==> src/rtl/mac_cplx_vec.sv <==
// Complex vector multiply-accumulate.
// Each operation multiplies LANES complex element pairs (x*y) one lane per
// clock and adds the products into a pair of signed accumulators.
// Optional feature: define MAC_CPLX_SAT_EN to make the accumulators saturate
// on overflow instead of wrapping. Overflow is always flagged on the sticky ovf.
module mac_cplx_vec #(
   parameter int LANES = 4,
   parameter int DW    = 4,
   parameter int ACC_W = 10
) (
   input  logic                    clk,
   input  logic                    rst,
   input  logic                    start,
   input  logic                    accum,
   input  logic [LANES*2*DW-1:0]   x_in,
   input  logic [LANES*2*DW-1:0]   y_in,
   output logic                    ready,
   output logic                    done,
   output logic                    ovf,
   output logic [ACC_W-1:0]        acc_re,
   output logic [ACC_W-1:0]        acc_im
);

   localparam int CW = (LANES > 1) ? $clog2(LANES) : 1;
   localparam int EW = ACC_W + 1;

   typedef enum logic [1:0] {IDLE, RUN, DONE} state_t;

   state_t                  state;
   logic [LANES*2*DW-1:0]   x_r;
   logic [LANES*2*DW-1:0]   y_r;
   logic [CW-1:0]           cnt;

   logic signed [DW-1:0]    xr, xi, yr, yi;
   logic signed [EW-1:0]    prod_re, prod_im;
   logic signed [EW-1:0]    sum_re, sum_im;
   logic                    ovf_re, ovf_im;
   logic [ACC_W-1:0]        nxt_re, nxt_im;

   // Select the real/imag parts of the lane addressed by the lane counter
   always_comb begin
      xr = '0;
      xi = '0;
      yr = '0;
      yi = '0;
      for (int k = 0; k < LANES; k++) begin
         if (cnt == CW'(k)) begin
            xr = x_r[2*DW*k +: DW];
            xi = x_r[2*DW*k+DW +: DW];
            yr = y_r[2*DW*k +: DW];
            yi = y_r[2*DW*k+DW +: DW];
         end
      end
   end

   // Complex product and accumulator sums one bit wider than the accumulator,
   // so the extra top bit exposes any overflow of the signed ACC_W range
   always_comb begin
      prod_re = EW'(xr) * EW'(yr) - EW'(xi) * EW'(yi);
      prod_im = EW'(xr) * EW'(yi) + EW'(xi) * EW'(yr);
      sum_re  = EW'($signed(acc_re)) + prod_re;
      sum_im  = EW'($signed(acc_im)) + prod_im;
      ovf_re  = sum_re[EW-1] ^ sum_re[EW-2];
      ovf_im  = sum_im[EW-1] ^ sum_im[EW-2];
   end

   // Next accumulator value: clamp toward the true sign on overflow, or wrap
   always_comb begin
`ifdef MAC_CPLX_SAT_EN
      if (ovf_re)
         nxt_re = sum_re[EW-1] ? {1'b1, {(ACC_W-1){1'b0}}} : {1'b0, {(ACC_W-1){1'b1}}};
      else
         nxt_re = sum_re[ACC_W-1:0];
      if (ovf_im)
         nxt_im = sum_im[EW-1] ? {1'b1, {(ACC_W-1){1'b0}}} : {1'b0, {(ACC_W-1){1'b1}}};
      else
         nxt_im = sum_im[ACC_W-1:0];
`else
      nxt_re = sum_re[ACC_W-1:0];
      nxt_im = sum_im[ACC_W-1:0];
`endif
   end

   // Control FSM with registered outputs; operands are frozen at capture so
   // later input changes cannot disturb a running operation
   always_ff @(posedge clk or negedge rst) begin
      if (!rst) begin
         state  <= IDLE;
         cnt    <= '0;
         x_r    <= '0;
         y_r    <= '0;
         acc_re <= '0;
         acc_im <= '0;
         ovf    <= 1'b0;
         done   <= 1'b0;
         ready  <= 1'b1;
      end else begin
         case (state)
            IDLE: begin
               done <= 1'b0;
               if (start) begin
                  x_r   <= x_in;
                  y_r   <= y_in;
                  cnt   <= '0;
                  ready <= 1'b0;
                  state <= RUN;
                  if (!accum) begin
                     acc_re <= '0;
                     acc_im <= '0;
                     ovf    <= 1'b0;
                  end
               end
            end
            RUN: begin
               acc_re <= nxt_re;
               acc_im <= nxt_im;
               if (ovf_re || ovf_im)
                  ovf <= 1'b1;
               if (cnt == CW'(LANES-1)) begin
                  done  <= 1'b1;
                  state <= DONE;
               end else begin
                  cnt <= cnt + CW'(1);
               end
            end
            DONE: begin
               done  <= 1'b0;
               ready <= 1'b1;
               state <= IDLE;
            end
            default: begin
               done  <= 1'b0;
               ready <= 1'b1;
               state <= IDLE;
            end
         endcase
      end
   end

endmodule

==> config.mk <==
export PLATFORM = sky130hd
export DESIGN_NAME = mac_cplx_vec
export DESIGN_NICKNAME = d
export VERILOG_FILES = /design/src/rtl/mac_cplx_vec.sv
export SDC_FILE = /design/constraint.sdc
export NUM_CORES = 1
export LEC_CHECK = 0
export CAP_MARGIN = 20
export CORE_UTILIZATION = 30
export CTS_CLUSTER_SIZE = 12
export DETAILED_ROUTE_END_ITERATION = 16
export DONT_BUFFER_PORTS = 1
export SYNTH_ARGS = -nofsm -noshare
export SYNTH_HDL_FRONTEND = slang
export SYNTH_SLANG_ARGS = --single-unit
==> constraint.sdc <==
create_clock -name clk -period 17.3 [get_ports clk]
set_input_delay 3.46 -clock clk [delete_from_list [all_inputs] [get_ports clk]]
set_output_delay 3.46 -clock clk [all_outputs]
set_load 0.01 [all_outputs]
==> results_dict.tcl, run 1 <==
set metrics [dict create \
    regToRegStartpoint "cnt[1]" \
    grt_max_degree 92 \
    status "finished, final reports clean" \
    die_y_um 164 \
    hpwl_mm 13.9 \
    layout.nets 966 \
    io_buffers 0 \
    skew_ps 11.8 \
    startpoint "cnt[1]" \
    die_area_um2 27000 \
    track_usage_pct 14.2 \
    post-cts-setup-buffer-count 0 \
    cp_top_family "adder cells" \
    numCtsBuffers 9 \
    worstSetupPathType "reg -> reg" \
    slew_headroom_pct 40.6 \
    dr_total_vias 5075 \
    viasPerCell 4.69 \
    period_needed_ps 7120 \
    areaGrowthSynthToFinish_pct 8.42 \
    start_util_pct 30.5 \
    cap_violations 0 \
    reg2regPathDepth 21 \
    dr.pass1.iters 5 \
    post_cts_resized 0 \
    cp-end-kind "flop" \
    cts.path.max_buffers 2 \
    final_core_util_pct 33.0 \
    final_hold_viol_count 0 \
    postRouteAntennaNets 0 \
    crit_arrival_ps 7370 \
    critical-path-max-stage-delay_ps 740 \
    instances_no_fill 1081 \
    worstPathRequired_ps 17560 \
    final_area_um2 8580 \
    async_flop_share_pct 100 \
    die_w_um 164 \
    synth_cells 748 \
    r2r_end "ovf" \
    grt_pass1_wl_mm 29.2 \
    worstSetupEndpoint "ovf" \
    fmax_mhz 141 \
    worstHoldStart "ready" \
    dp_cells 1064 \
    cpMaxStageDelayCell "ha_1" \
    final_common_cell "inv_1" \
    ys_seq_area_share_pct 28.8 \
    yosys_warnings 0 \
    worstMarginPinSlew_ps 890 \
    cpMostUsedCell "fa_1" \
    rsz0062_at_grt "no" \
    hold_path.class "reg -> reg" \
    setup_tns_ps 0 \
    synth_nets 973 \
    synth_edf_count 0 \
    rows 59 \
    path_cells "inv_1 > ha_1 > nand3b_1 > a21oi_1 > a21oi_1 > nor2_1 > a21oi_1 > nor2_1 > fa_1 > inv_1 > fa_1 > inv_1 > fa_1 > fa_1 > ha_1 > ha_1 > and2b_2 > a2111oi_0 > nand3b_2 > xnor2_1 > o32a_1" \
    synth-main-ff-cell "dfrtp_1" \
    clk_pin_slew_worst_paths_ps 80 \
    grt_pass1_vias 5503 \
    period_share_pct 41.1 \
    wl_per_cell_um 16.1 \
    coreArea_um2 26000 \
    layout_common_cells "inv_1 (116), fa_1 (90), dfrtp_1 (90), nor2_1 (67), ha_1 (67)" \
    setup_violations 0 \
    cts_root_buf "clkbuf_16" \
    drv_slew 0 \
    routabilityCongestion 0.846 \
    cts_tree "built" \
    syn_avg_cell_area_um2 10.6 \
    grt-ovfl-total 0 \
    ys_types 50 \
    pin_count 91 \
    finalWirelength_mm 17.4 \
    cp_num_buf_inv 3 \
    drc 0 \
    drtIter0Drc 250 \
    cp-start-kind "flop" \
    clkSinkCount 91 \
    cp.depth 21 \
    drive_gt1_share_pct 13.7 \
    diodes 0 \
    antenna_found_initial 1 \
    place_area_um2 8260 \
    rrSetupSlack_ps 10180 \
    syn_area_um2 7920 \
    cts_hold_buf 0 \
    htreeDepth 3 \
    clk_latency_ps 360 \
    synth_seq_cells 91 \
    crit_fanout 29 \
]
==> through the flow <==
stage,hold WS (ps),setup WS (ps)
CTS,512,10140
floorplan,481,10940
finish,508,10180
global route,525,9650
global placement,490,10230
detailed placement,497,10100
==> registers in the layout, summed over array words and instances, names as in the netlist, 2 cells and up <==
name / flops
x_r: 32
y_r: 32
acc_im: 10
acc_re: 10
cnt: 2
state: 2
==> worst register-to-register path: stages, from the launching register on <==
cell and delay [ps]:
dfrtp_1 400, inv_1 100, ha_1 740, nand3b_1 210, a21oi_1 80, a21oi_1 140, nor2_1 50, a21oi_1 600
nor2_1 370, fa_1 600, inv_1 70, fa_1 530, inv_1 50, fa_1 500, fa_1 510, ha_1 330
ha_1 430, and2b_2 250, a2111oi_0 470, nand3b_2 150, xnor2_1 150, o32a_1 270
==> how the worst min path moves through the flow <==
stage / endpoint / slack, ps / cells after the start
after floorplan: x_r[8] / 480 / 1
after global placement: x_r[19] / 490 / 1
after detailed placement: y_r[18] / 500 / 1
after CTS: ready / 510 / 2
after global routing: ready / 520 / 2
final: ready / 510 / 2
==> kinds of logic after synthesis <==
group	count (synthesis)	share of synthesized area [%]
simple gates	156	9.40
buf+inv	141	6.92
compound gates	107	8.60
fa+ha+maj	157	33.3
xor+xnor	29	3.45
mux	67	9.51
flops	91	28.8
==> synth_stat cells, types with 2 or more instances <==
master / instances / area (um^2)
nor2_1: 67 / 251
clkbuf_1: 12 / 45.0
a22o_1: 9 / 78.8
nand2_1: 37 / 139
nor3_1: 2 / 10.0
fa_1: 90 / 1800
o21ai_0: 15 / 75.1
xnor2_1: 19 / 166
and2b_2: 3 / 26.3
mux2_2: 65 / 732
buf_1: 2 / 7.51
nand2b_1: 8 / 50.1
a21o_1: 10 / 75.1
or2_2: 3 / 18.8
inv_2: 3 / 11.3
a21oi_1: 52 / 260
and2_1: 4 / 25.0
or2_1: 11 / 68.8
dfrtp_1: 90 / 2250
nor2b_1: 4 / 25.0
buf_2: 7 / 35.0
o21ai_1: 2 / 10.0
inv_1: 116 / 435
xor2_1: 9 / 78.8
ha_1: 67 / 838
a211oi_1: 2 / 15.0
a22oi_1: 5 / 37.5
nand3b_1: 12 / 90.1
==> layout make-up <==
cell class / instances / area, um^2
Timing Repair Buffer: 4 / 37.5
Clock buffer: 10 / 239
Multi-Input combinational cell: 516 / 5100
Inverter: 119 / 447
Tap cell: 335 / 419
Fill cell: 2646 / 17400
Clock inverter: 6 / 67.6
Sequential cell: 91 / 2280
==> routing by layer <==
| layer | track usage, % | part of all wire (%) | up-vias |
|---|---|---|---|
| li1 | - | - | 2388 |
| met1 | 17.5 | 43 | 2583 |
| met2 | 24.4 | 49 | 84 |
| met3 | 3.62 | 6.2 | 18 |
| met4 | 4.17 | 1.4 | 2 |
| met5 | 0 | 0.069 | - |
Power of run 1 is left out: the tool's default activity adds up to more than one toggle a clock period on the data nets, which glitch-free logic cannot reach.
==> run 2, diff against run 1 <==
Clock period 17.3 ns to 6.6 ns, I/O delays scaled along.
==> results_dict.tcl, run 2 (synthesis results as in run 1) <==
set metrics [dict create \
    status "finished, final reports clean" \
    dr.pass1.iters 4 \
    finalWirelength_mm 17.7 \
    cts_hold_buf 0 \
    nFillCells 2630 \
    layout_common_cells "inv_1 (116), fa_1 (90), dfrtp_1 (90), nor2_1 (67), mux2_2 (65)" \
    layout.nets 988 \
    min_path_cells 1 \
    die_w_um 164 \
    crit_fanout 12 \
    dr_total_vias 5192 \
    grt_max_degree 92 \
    cpMaxStageDelayCell "fa_1" \
    grt_pass1_wl_mm 29.6 \
    slew_headroom_pct 42.8 \
    final_core_util_pct 34.0 \
    cts.path.max_buffers 2 \
    worstSetupPathType "reg -> reg" \
    viasPerCell 4.70 \
    reg.largest.list "x_r x32, y_r x32" \
    drv_slew 0 \
    setup_violations 0 \
    clk_latency_ps 360 \
    worstMarginPinSlew_ps 858 \
    wl_per_cell_um 16.0 \
    numCtsBuffers 9 \
    grt-ovfl-total 0 \
    postRouteAntennaNets 0 \
    drive_gt1_share_pct 17.7 \
    fin_ws_ps 350 \
    rows 59 \
    hpwl_mm 14.2 \
    htreeDepth 3 \
    reg2regPathDepth 23 \
    grt_pass1_vias 5690 \
    fmax_mhz 160 \
    start_util_pct 30.5 \
    cts_tree "built" \
    cpMostUsedCell "fa_1" \
    clk_pin_slew_worst_paths_ps 80 \
    coreArea_um2 26000 \
    die_area_um2 27000 \
    drc 0 \
    final_common_cell "inv_1" \
    final_hold_viol_count 0 \
    die_y_um 164 \
    hold_path.class "reg -> reg" \
    routabilityCongestion 0.856 \
    cts_root_buf "clkbuf_16" \
    period_share_pct 94.7 \
    drtIter0Drc 278 \
    skew_ps 13.4 \
    path_cells "inv_1 > ha_1 > buf_6 > nand3b_1 > a21oi_1 > a21oi_1 > nor2_1 > a21oi_2 > buf_4 > or2_1 > fa_1 > inv_1 > fa_1 > fa_1 > fa_1 > fa_1 > ha_2 > o21a_1 > a2111oi_4 > nor4_1 > nand3b_2 > xnor2_1 > o32a_1" \
    pin_count 91 \
    cp-start-kind "flop" \
    critical-path-max-stage-delay_ps 600 \
    track_usage_pct 14.3 \
    areaGrowthSynthToFinish_pct 11.6 \
    io_buffers 0 \
    cap_violations 0 \
    crit_arrival_ps 6500 \
    ff_latch_area_um2 2280 \
    period_needed_ps 6250 \
    dp_slack_ps 245 \
    post-cts-setup-buffer-count 0 \
    antenna_found_initial 4 \
    whs_ps 511 \
    cp-end-kind "flop" \
    worstPathRequired_ps 6850 \
    clkSinkCount 91 \
    multi_input_area_um2 5150 \
]
==> run 2: changes by cell type in the layout (fill, tap and decap cells not counted), moves of 3 or more <==
cell / change
inv_8: -3
ha_1: -3
ha_2: +3
a21oi_1: -5
buf_4: +20
a21oi_2: +4
==> run 2: layer usage <==
| metal | track usage, % | share of wire (%) |
|---|---|---|
| met1 | 17.5 | 43 |
| met3 | 3.74 | 5.6 |
| met5 | 0 | 0.14 |
| met2 | 24.9 | 50 |
| met4 | 3.67 | 1.6 |
==> run 2: per-stage QoR <==
step	std cells	area [um^2]	setup TNS (ps)
final	1105	8830	0
after global routing	1104	8830	-2.96
after global placement	1087	8450	0
after floorplan	748	7920	0
after detailed placement	1087	8450	0
after CTS	1103	8760	0
==> run 2: area by class of cell <==
| cell class | count | area share, % |
|---|---|---|
| multi-input cells | 516 | 58.3 |
| flip-flops and latches | 91 | 25.8 |
| inverters | 119 | 5.06 |
| well taps | 335 | 4.75 |
| clock buffers | 9 | 2.55 |
| repair buffers | 26 | 2.44 |
| clock inverters | 7 | 1.03 |
| diodes | 2 | 0.0567 |
==> run 2: path summary, 6_finish.rpt <==
path / startpoint / end / slack [ps]
max in group asynchronous: rst / ready / 5700
worst max-delay path: cnt[0] / ovf / 350
worst min register to register: y_r[12] / y_r[12] / 510
worst max register to register: cnt[0] / ovf / 350
min in group asynchronous: rst / y_r[11] / 650
worst min-delay path: y_r[12] / y_r[12] / 510
==> run 2: repair_timing <==
item / in CTS / in global routing
setup endpoints to repair: 0 / 1
gates resized for setup: 0 / 17
hold endpoints to repair: 0 / 0
==> run 2: worst max-delay path: cells and delay by family (launching register included) <==
kind	cells	cell delay (ps)
adders and majority gates	7	3080
and+or+nand+nor	5	790
DFF	1	420
buffers and inverters	4	500
xor gates and xnor gates	1	160
AOI/OAI and AO/OA	6	1190
Power of run 2 is left out for the same reason.
